[src/rtl/csr_ip_map_pkg.sv]
// -----------------------------------------------------------------------------
// csr_ip_map_pkg
// Purpose : Shared types and constants for the CSR_IP_Map register block.
//           - hwif structs (per-field .value / .next members) linking the CSR
//             block and the surrounding hardware.
//           - Register byte offsets and field position/width constants.
// Ports   : none (package).
// -----------------------------------------------------------------------------
package csr_ip_map_pkg;

  // Register byte offsets (word aligned).
  localparam int CTRL_OFFSET   = 'h0;
  localparam int STATUS_OFFSET = 'h4;

  // CTRL field positions / widths.
  localparam int CTRL_PRESCALER_POS = 0;
  localparam int CTRL_PRESCALER_W   = 2;
  localparam int CTRL_MODE_POS      = 2;
  localparam int CTRL_MODE_W        = 2;
  localparam int CTRL_MASTER_POS    = 4;
  localparam int CTRL_DORD_POS      = 5;
  localparam int CTRL_ENABLE_POS    = 6;
  localparam int CTRL_CLK2X_POS     = 7;
  localparam int CTRL_W             = 8;

  // STATUS field positions.
  localparam int STATUS_SPIF_POS = 0;
  localparam int STATUS_WCOL_POS = 1;
  localparam int STATUS_BUSY_POS = 2;

  // ---- CTRL outputs -------------------------------------------------------
  typedef struct packed { logic [CTRL_PRESCALER_W-1:0] value; } CSR_IP_Map__ctrl__prescaler__out_t;
  typedef struct packed { logic [CTRL_MODE_W-1:0]      value; } CSR_IP_Map__ctrl__mode__out_t;
  typedef struct packed { logic value; } CSR_IP_Map__ctrl__master__out_t;
  typedef struct packed { logic value; } CSR_IP_Map__ctrl__dord__out_t;
  typedef struct packed { logic value; } CSR_IP_Map__ctrl__enable__out_t;
  typedef struct packed { logic value; } CSR_IP_Map__ctrl__clk2x__out_t;

  // Member order (MSB first) matches the CTRL bit layout, so the packed
  // struct is bit-for-bit the register word [7:0].
  typedef struct packed {
    CSR_IP_Map__ctrl__clk2x__out_t     clk2x;
    CSR_IP_Map__ctrl__enable__out_t    enable;
    CSR_IP_Map__ctrl__dord__out_t      dord;
    CSR_IP_Map__ctrl__master__out_t    master;
    CSR_IP_Map__ctrl__mode__out_t      mode;
    CSR_IP_Map__ctrl__prescaler__out_t prescaler;
  } CSR_IP_Map__ctrl__out_t;

  // ---- STATUS outputs -----------------------------------------------------
  typedef struct packed { logic value; } CSR_IP_Map__status__spif__out_t;

  typedef struct packed {
    CSR_IP_Map__status__spif__out_t spif;
  } CSR_IP_Map__status__out_t;

  typedef struct packed {
    CSR_IP_Map__ctrl__out_t   ctrl;
    CSR_IP_Map__status__out_t status;
  } CSR_IP_Map__out_t;

  // ---- STATUS inputs ------------------------------------------------------
  typedef struct packed { logic next; } CSR_IP_Map__status__wcol__in_t;
  typedef struct packed { logic next; } CSR_IP_Map__status__busy__in_t;

  typedef struct packed {
    CSR_IP_Map__status__busy__in_t busy;
    CSR_IP_Map__status__wcol__in_t wcol;
    logic                          spif_set;  // one-cycle set strobe for spif
  } CSR_IP_Map__status__in_t;

  typedef struct packed {
    CSR_IP_Map__status__in_t status;
  } CSR_IP_Map__in_t;

endpackage

[src/rtl/bus2master_intf.sv]
// -----------------------------------------------------------------------------
// Bus2Master_intf
// Purpose : APB4 signal bundle between a bus master and a CSR slave.
// Modports: slave  - psel, penable, pwrite, paddr, pwdata in;
//                    prdata, pready, pslverr out.
//           master - the mirror image.
// -----------------------------------------------------------------------------
interface Bus2Master_intf #(
  parameter int ADDR_WIDTH = 3,
  parameter int DATA_WIDTH = 32
) ();
  logic                  psel;
  logic                  penable;
  logic                  pwrite;
  logic [ADDR_WIDTH-1:0] paddr;
  logic [DATA_WIDTH-1:0] pwdata;
  logic [DATA_WIDTH-1:0] prdata;
  logic                  pready;
  logic                  pslverr;

  modport slave (
    input  psel, penable, pwrite, paddr, pwdata,
    output prdata, pready, pslverr
  );

  modport master (
    output psel, penable, pwrite, paddr, pwdata,
    input  prdata, pready, pslverr
  );
endinterface

[src/rtl/csr_ip_map.sv]
// -----------------------------------------------------------------------------
// csr_ip_map
// Purpose : Register storage and address decode for CTRL (0x0) and
//           STATUS (0x4) behind a single-cycle req/wr cpuif.
// Ports   : clk, rst        - clock, synchronous active-high reset
//           i_req           - access strobe (one cycle per transfer)
//           i_wr            - 1 = write, 0 = read
//           i_addr          - byte address
//           i_wdata         - write data
//           o_rdata         - read data (0 unless a mapped read is in progress)
//           o_err           - access targets an unmapped address
//           hwif_in/out     - hardware-side field interface
// -----------------------------------------------------------------------------
module csr_ip_map
  import csr_ip_map_pkg::*;
#(
  parameter int DATA_WIDTH     = 32,
  parameter int CSR_ADDR_WIDTH = 3
) (
  input  logic                      clk,
  input  logic                      rst,
  input  logic                      i_req,
  input  logic                      i_wr,
  input  logic [CSR_ADDR_WIDTH-1:0] i_addr,
  input  logic [DATA_WIDTH-1:0]     i_wdata,
  output logic [DATA_WIDTH-1:0]     o_rdata,
  output logic                      o_err,
  input  CSR_IP_Map__in_t           hwif_in,
  output CSR_IP_Map__out_t          hwif_out
);

  CSR_IP_Map__ctrl__out_t r_ctrl;
  logic                   r_spif;

  logic                  w_hit_ctrl;
  logic                  w_hit_status;
  logic                  w_write_ctrl;
  logic                  w_clear_spif;
  logic [DATA_WIDTH-1:0] w_rdata;
  logic                  w_unused_wdata;

  // Full-address compare: byte lanes [1:0] must also match, so any
  // misaligned offset falls through to unmapped.
  assign w_hit_ctrl   = (i_addr == CSR_ADDR_WIDTH'(CTRL_OFFSET));
  assign w_hit_status = (i_addr == CSR_ADDR_WIDTH'(STATUS_OFFSET));

  assign w_write_ctrl = i_req & i_wr & w_hit_ctrl;
  assign w_clear_spif = i_req & i_wr & w_hit_status & i_wdata[STATUS_SPIF_POS];

  assign o_err = i_req & ~(w_hit_ctrl | w_hit_status);

  // Reserved write bits are intentionally dropped.
  assign w_unused_wdata = &{1'b0, i_wdata[DATA_WIDTH-1:CTRL_W]};

  // Reset has priority over any access, so a transfer whose commit edge
  // coincides with rst never reaches the registers.
  always_ff @(posedge clk) begin
    // NOTE: non-blocking (<=) for every flop so all registers update from
    // the same pre-edge values, independent of statement order.
    if (rst) begin
      r_ctrl <= '0;
      r_spif <= 1'b0;
    end else begin
      if (w_write_ctrl) begin
        r_ctrl <= CSR_IP_Map__ctrl__out_t'(i_wdata[CTRL_W-1:0]);
      end
      // Hardware set outranks a software W1C in the same cycle.
      if (hwif_in.status.spif_set) begin
        r_spif <= 1'b1;
      end else if (w_clear_spif) begin
        r_spif <= 1'b0;
      end
    end
  end

  always_comb begin
    // NOTE: default first so every path assigns w_rdata and no latch is inferred.
    w_rdata = '0;
    if (i_req && !i_wr) begin
      if (w_hit_ctrl) begin
        w_rdata[CTRL_W-1:0] = r_ctrl;
      end else if (w_hit_status) begin
        w_rdata[STATUS_SPIF_POS] = r_spif;
        w_rdata[STATUS_WCOL_POS] = hwif_in.status.wcol.next;
        w_rdata[STATUS_BUSY_POS] = hwif_in.status.busy.next;
      end
    end
  end

  assign o_rdata = w_rdata;

  assign hwif_out.ctrl              = r_ctrl;
  assign hwif_out.status.spif.value = r_spif;

endmodule

[src/rtl/apb4_csr_top.sv]
// -----------------------------------------------------------------------------
// apb4_csr_top
// Purpose : Zero-wait-state APB4 slave bridge in front of csr_ip_map.
// Ports   : clk               - single clock
//           rst               - synchronous active-high reset
//           apb42Master_intf  - APB4 slave modport
//           hwif_in           - hardware-to-CSR inputs
//           hwif_out          - CSR field values to hardware
// Config  : APB4_CSR_PSLVERR_EN - when defined, pslverr flags unmapped
//           accesses in the access phase; otherwise pslverr is tied 0.
//           Unmapped writes never take effect and unmapped reads return 0
//           in either build.
// -----------------------------------------------------------------------------
module apb4_csr_top
  import csr_ip_map_pkg::*;
#(
  parameter int DATA_WIDTH     = 32,
  parameter int ADDR_WIDTH     = 3,
  parameter int CSR_ADDR_WIDTH = 3
) (
  input  logic             clk,
  input  logic             rst,
  Bus2Master_intf.slave    apb42Master_intf,
  input  CSR_IP_Map__in_t  hwif_in,
  output CSR_IP_Map__out_t hwif_out
);

  logic                      w_access;
  logic                      w_addr_hi_nz;
  logic                      w_req;
  logic [CSR_ADDR_WIDTH-1:0] w_csr_addr;
  logic [DATA_WIDTH-1:0]     w_rdata;
  logic                      w_err;

  // Only the access phase talks to the register block; setup is side-effect free.
  assign w_access = apb42Master_intf.psel & apb42Master_intf.penable;

  assign w_csr_addr = CSR_ADDR_WIDTH'(apb42Master_intf.paddr);

  // APB address bits above the CSR window make the access unmapped.
  generate
    if (ADDR_WIDTH > CSR_ADDR_WIDTH) begin : g_addr_hi
      assign w_addr_hi_nz = |apb42Master_intf.paddr[ADDR_WIDTH-1:CSR_ADDR_WIDTH];
    end else begin : g_addr_fit
      assign w_addr_hi_nz = 1'b0;
    end
  endgenerate

  assign w_req = w_access & ~w_addr_hi_nz;

  csr_ip_map #(
    .DATA_WIDTH    (DATA_WIDTH),
    .CSR_ADDR_WIDTH(CSR_ADDR_WIDTH)
  ) u_csr_ip_map (
    .clk     (clk),
    .rst     (rst),
    .i_req   (w_req),
    .i_wr    (apb42Master_intf.pwrite),
    .i_addr  (w_csr_addr),
    .i_wdata (apb42Master_intf.pwdata),
    .o_rdata (w_rdata),
    .o_err   (w_err),
    .hwif_in (hwif_in),
    .hwif_out(hwif_out)
  );

  // Zero wait states: every access phase completes immediately.
  assign apb42Master_intf.pready = w_access;
  // csr_ip_map already returns 0 outside a mapped read.
  assign apb42Master_intf.prdata = w_rdata;

`ifdef APB4_CSR_PSLVERR_EN
  assign apb42Master_intf.pslverr = w_access & (w_err | w_addr_hi_nz);
`else
  logic w_unused_err;
  assign w_unused_err             = w_err;
  assign apb42Master_intf.pslverr = 1'b0;
`endif

endmodule

[src/flat_wrapper.sv]
// flat-port wrapper written by rule: the top's interface ports become plain ports
module apb4_csr_top_flat import csr_ip_map_pkg::*;
#(
  parameter int DATA_WIDTH     = 32,
  parameter int ADDR_WIDTH     = 3,
  parameter int CSR_ADDR_WIDTH = 3
)
  (clk, rst, hwif_in, hwif_out, apb42Master_intf_psel, apb42Master_intf_penable, apb42Master_intf_pwrite, apb42Master_intf_paddr, apb42Master_intf_pwdata, apb42Master_intf_prdata, apb42Master_intf_pready, apb42Master_intf_pslverr);
  Bus2Master_intf #(.ADDR_WIDTH(ADDR_WIDTH), .DATA_WIDTH(DATA_WIDTH)) apb42Master_intf_i ();
  input  logic clk;
  input  logic rst;
  input  CSR_IP_Map__in_t hwif_in;
  output CSR_IP_Map__out_t hwif_out;
  input wire logic [$bits(apb42Master_intf_i.psel)-1:0] apb42Master_intf_psel;
  input wire logic [$bits(apb42Master_intf_i.penable)-1:0] apb42Master_intf_penable;
  input wire logic [$bits(apb42Master_intf_i.pwrite)-1:0] apb42Master_intf_pwrite;
  input wire logic [$bits(apb42Master_intf_i.paddr)-1:0] apb42Master_intf_paddr;
  input wire logic [$bits(apb42Master_intf_i.pwdata)-1:0] apb42Master_intf_pwdata;
  output wire logic [$bits(apb42Master_intf_i.prdata)-1:0] apb42Master_intf_prdata;
  output wire logic [$bits(apb42Master_intf_i.pready)-1:0] apb42Master_intf_pready;
  output wire logic [$bits(apb42Master_intf_i.pslverr)-1:0] apb42Master_intf_pslverr;
  assign apb42Master_intf_i.psel = apb42Master_intf_psel;
  assign apb42Master_intf_i.penable = apb42Master_intf_penable;
  assign apb42Master_intf_i.pwrite = apb42Master_intf_pwrite;
  assign apb42Master_intf_i.paddr = apb42Master_intf_paddr;
  assign apb42Master_intf_i.pwdata = apb42Master_intf_pwdata;
  assign apb42Master_intf_prdata = apb42Master_intf_i.prdata;
  assign apb42Master_intf_pready = apb42Master_intf_i.pready;
  assign apb42Master_intf_pslverr = apb42Master_intf_i.pslverr;
  apb4_csr_top #(.DATA_WIDTH(DATA_WIDTH), .ADDR_WIDTH(ADDR_WIDTH), .CSR_ADDR_WIDTH(CSR_ADDR_WIDTH)) u_core (.clk(clk), .rst(rst), .apb42Master_intf(apb42Master_intf_i), .hwif_in(hwif_in), .hwif_out(hwif_out));
endmodule
[config.mk]
export PLATFORM = sky130hd
export DESIGN_NAME = apb4_csr_top_flat
export DESIGN_NICKNAME = d
export VERILOG_FILES = /design/src/rtl/csr_ip_map_pkg.sv /design/src/rtl/bus2master_intf.sv /design/src/rtl/csr_ip_map.sv /design/src/rtl/apb4_csr_top.sv /design/src/flat_wrapper.sv
export SDC_FILE = /design/constraint.sdc
export NUM_CORES = 1
export LEC_CHECK = 0
export ABC_AREA = 1
export CORE_UTILIZATION = 26
export CTS_CLUSTER_DIAMETER = 50
export CTS_CLUSTER_SIZE = 24
export DETAILED_ROUTE_END_ITERATION = 10
export PLACE_DENSITY = 0.8
export REMOVE_ABC_BUFFERS = 1
export SLEW_MARGIN = 20
export SYNTH_ARGS = -nofsm -noshare
export SYNTH_HDL_FRONTEND = slang
export SYNTH_SLANG_ARGS = --single-unit
[constraint.sdc]
create_clock -name clk -period 3.54 [get_ports clk]
set_input_delay 1.062 -clock clk [delete_from_list [all_inputs] [get_ports clk]]
set_output_delay 1.062 -clock clk [all_outputs]
set_load 0.01 [all_outputs]
==> impl_metrics.csv <==
group,metric,value,unit
placed_design,placed_cells,164,
global_route,grt_pass1_wl,2380,µm
global_route,antenna_found_initial,0,
critical_path,critPathKind,"primary input to output port",
yosys,seq_area_frac_synth,28.0,%
yosys,syn_area,644,µm²
global_route,grt_max_degree,10,
cts,cts_made_buffers,3,
detailed_routing,wl_per_cell,9.44,µm
global_route,first_global_vias,543,
pwr,total_power,0.000238,W
cts,cts_root_buf,"clkbuf_4",
die,die_y,51.8,µm
die,num_rows,17,
timing,skew,0,ps
yosys,synth_cells,97,
pwr,peakVddDrop,0.144,mV
cts,clock_latency,260,ps
critical_path,cp-start-kind,"primary input",
layout,finalNetCount,184,
yosys,ys_types,15,
die,io-pin-count,86,
placed_design,portBuffers,36,
die,coreArea,2280,µm²
cts,cts_buffer_depth,2,
placed_design,hpwl,1290,µm
layout,antennaDiodeCount,0,
critical_path,crit_slowest_cell,"clkdlybuf4s50_1",
pwr,p_per_area,240,nW/µm²
detailed_routing,drt_iter0_drc,3,
yosys,syn_avg_cell_area,6.64,µm²
placed_design,place.gp.congestion,0.711,
global_route,grt_overflow_total,0,
detailed_routing,routed_via_density,3.89,
global_route,grt_usage,12.5,%
critical_path,arrival,2370,ps
detailed_routing,drc,0,
die,fp.dieW,51.8,µm
critical_path,worst-path-buf-inv,4,
placed_design,placed_area,972,µm²
hold_path,hold_class,"register to register",
critical_path,cp_max_fo,5,
cts,post_cts_buffers,0,
critical_path,critical_path.max_stage_delay,450,ps
timing,setup_violations,0,
yosys,synth_seq_cells,9,
timing,final-hold-violation-count,0,
pwr,power_leakage,0.483,nW
timing,rsz0062_at_grt,"false",
layout,fin_util,43.7,%
critical_path,crit_required,2480,ps
detailed_routing,dr.pass1.iters,4,
critical_path,end_kind,"output port",
yosys,yosys_warnings,0,
detailed_routing,vias,654,
critical_path,path_delay_family,"buffers and inverters",
timing,fin_crit_sh,96.9,%
layout,fin_area,993,µm²
critical_path,path_cells,"clkdlybuf4s50_1 > nor2_2 > nand2_2 > inv_2 > buf_4 > nand2_1 > nor2_1 > dlygate4sd2_1",
timing,setup_tns,0,ps
cts,htree_levels,1,
die,start_util,28.3,%
timing,max_freq,292,MHz
cts,cts_tree,"done",
run,cap_violations,0,
cts,cts.sinks,9,
timing,min_period,3430,ps
layout,final_cells,168,
timing,maxSlewViolCount,0,
layout,area_growth,54.2,%
cts,path_clk_slew,50,ps
run_status,outcome,"completed",
cts,ctsHoldBuffers,0,
detailed_routing,drtAntennaViolNets,0,
die,die-area,2680,µm²
layout,drive_gt1_share,10.7,%
detailed_routing,routed_wl,1590,µm
per-stage QoR:
step	setup slack [ps]	hold WS, ps
6_report	110	543
5_1_grt	8.09	590
4_1_cts	87.3	551
3_5_place_dp	-227	531
3_3_place_gp	-208	521
2_1_floorplan	782	564
flip-flops by register name, indices dropped and copies added (netlist names):
name                          count
u_core.u_csr_ip_map.r_spif        1
u_core.u_csr_ip_map.hwif_out      8
cells in the mapped netlist:
| cell type | n | share of area (%) |
|---|---|---|
| a21oi_1 | 4 | 3.1 |
| buf_4 | 26 | 30 |
| conb_1 | 1 | 0.58 |
| dfxtp_1 | 9 | 28 |
| inv_1 | 7 | 4.1 |
| inv_2 | 1 | 0.58 |
| nand2_1 | 13 | 7.6 |
| nand2_2 | 2 | 1.9 |
| nand3_1 | 1 | 0.78 |
| nor2_1 | 21 | 12 |
| nor2_2 | 1 | 0.97 |
| nor2_4 | 1 | 1.7 |
| nor3_1 | 1 | 0.78 |
| o21ai_0 | 8 | 6.2 |
| o21bai_1 | 1 | 1.2 |
cells by family after synthesis:
kind of cell | synth area share [%]
other cells | 0.582
compound gates | 10.5
buf+inv | 35.0
flops | 28.0
simple gates | 26.0
tightest hold or removal path: stages (launching register included):
cell and delay, ps:
dfxtp_1 340, o21ai_0 90, nor2_1 80
where the power goes:
| part | leakage [nW] | internal [W] | total [W] | switching, W |
|---|---|---|---|---|
| Sequential | 0.0730 | 0.000103 | 0.000105 | 0.00000145 |
| Clock | 0.0150 | 0.0000434 | 0.0000781 | 0.0000348 |
| Combinational | 0.395 | 0.0000280 | 0.0000553 | 0.0000273 |
cells in the final DEF (no fill, tap or decap):
| cell type | synthesis | final |
|---|---|---|
| nor3_2 | 0 | 1 |
| a21oi_1 | 4 | 4 |
| nor2_2 | 1 | 1 |
| clkbuf_1 | 0 | 1 |
| nor2_4 | 1 | 1 |
| inv_2 | 1 | 2 |
| nor2_1 | 21 | 21 |
| conb_1 | 1 | 25 |
| clkbuf_4 | 0 | 3 |
| nand2_1 | 13 | 13 |
| o21ai_0 | 8 | 8 |
| buf_4 | 26 | 5 |
| o21bai_1 | 1 | 1 |
| nand3_1 | 1 | 1 |
| clkdlybuf4s50_1 | 0 | 28 |
| dlygate4sd2_1 | 0 | 8 |
| nand2_2 | 2 | 2 |
| dfxtp_1 | 9 | 9 |
| inv_1 | 7 | 6 |
final timing paths:
| path | slack, ps | endpoint | cells after the start | start |
|---|---|---|---|---|
| worst max-delay path | 110 | apb42Master_intf_prdata[4] | 8 | apb42Master_intf_paddr[1] |
| worst min-delay path | 540 | u_core.u_csr_ip_map.hwif_out[2]$_SDFFE_PP0P_ | 2 | u_core.u_csr_ip_map.hwif_out[2]$_SDFFE_PP0P_ |
| worst max register to register | 2820 | u_core.u_csr_ip_map.r_spif$_SDFFE_PP0P_ | 3 | u_core.u_csr_ip_map.r_spif$_SDFFE_PP0P_ |
| worst min register to register | 540 | u_core.u_csr_ip_map.hwif_out[2]$_SDFFE_PP0P_ | 2 | u_core.u_csr_ip_map.hwif_out[2]$_SDFFE_PP0P_ |
area by class of cell:
cell class | count | area, µm²
fill | 251 | 1280
timing repair buffer | 41 | 388
multi-input combinational | 78 | 334
sequential | 9 | 180
tap | 28 | 35.0
inverter | 8 | 30.0
clock buffer | 4 | 26.3
routing by layer:
metal,part of all wire (%),global-route usage (%)
met4,0.82,4.05
met3,8.1,4.39
met1,39,13.8
met2,52,22.1
met5,0,0
timing repair:
action / CTS / global route
endpoints found under the hold margin: 0 / 0
gates resized for setup: 10 / 0
setup endpoints to repair: 8 / 0
No activity file was read; power rests on OpenSTA's default activity.
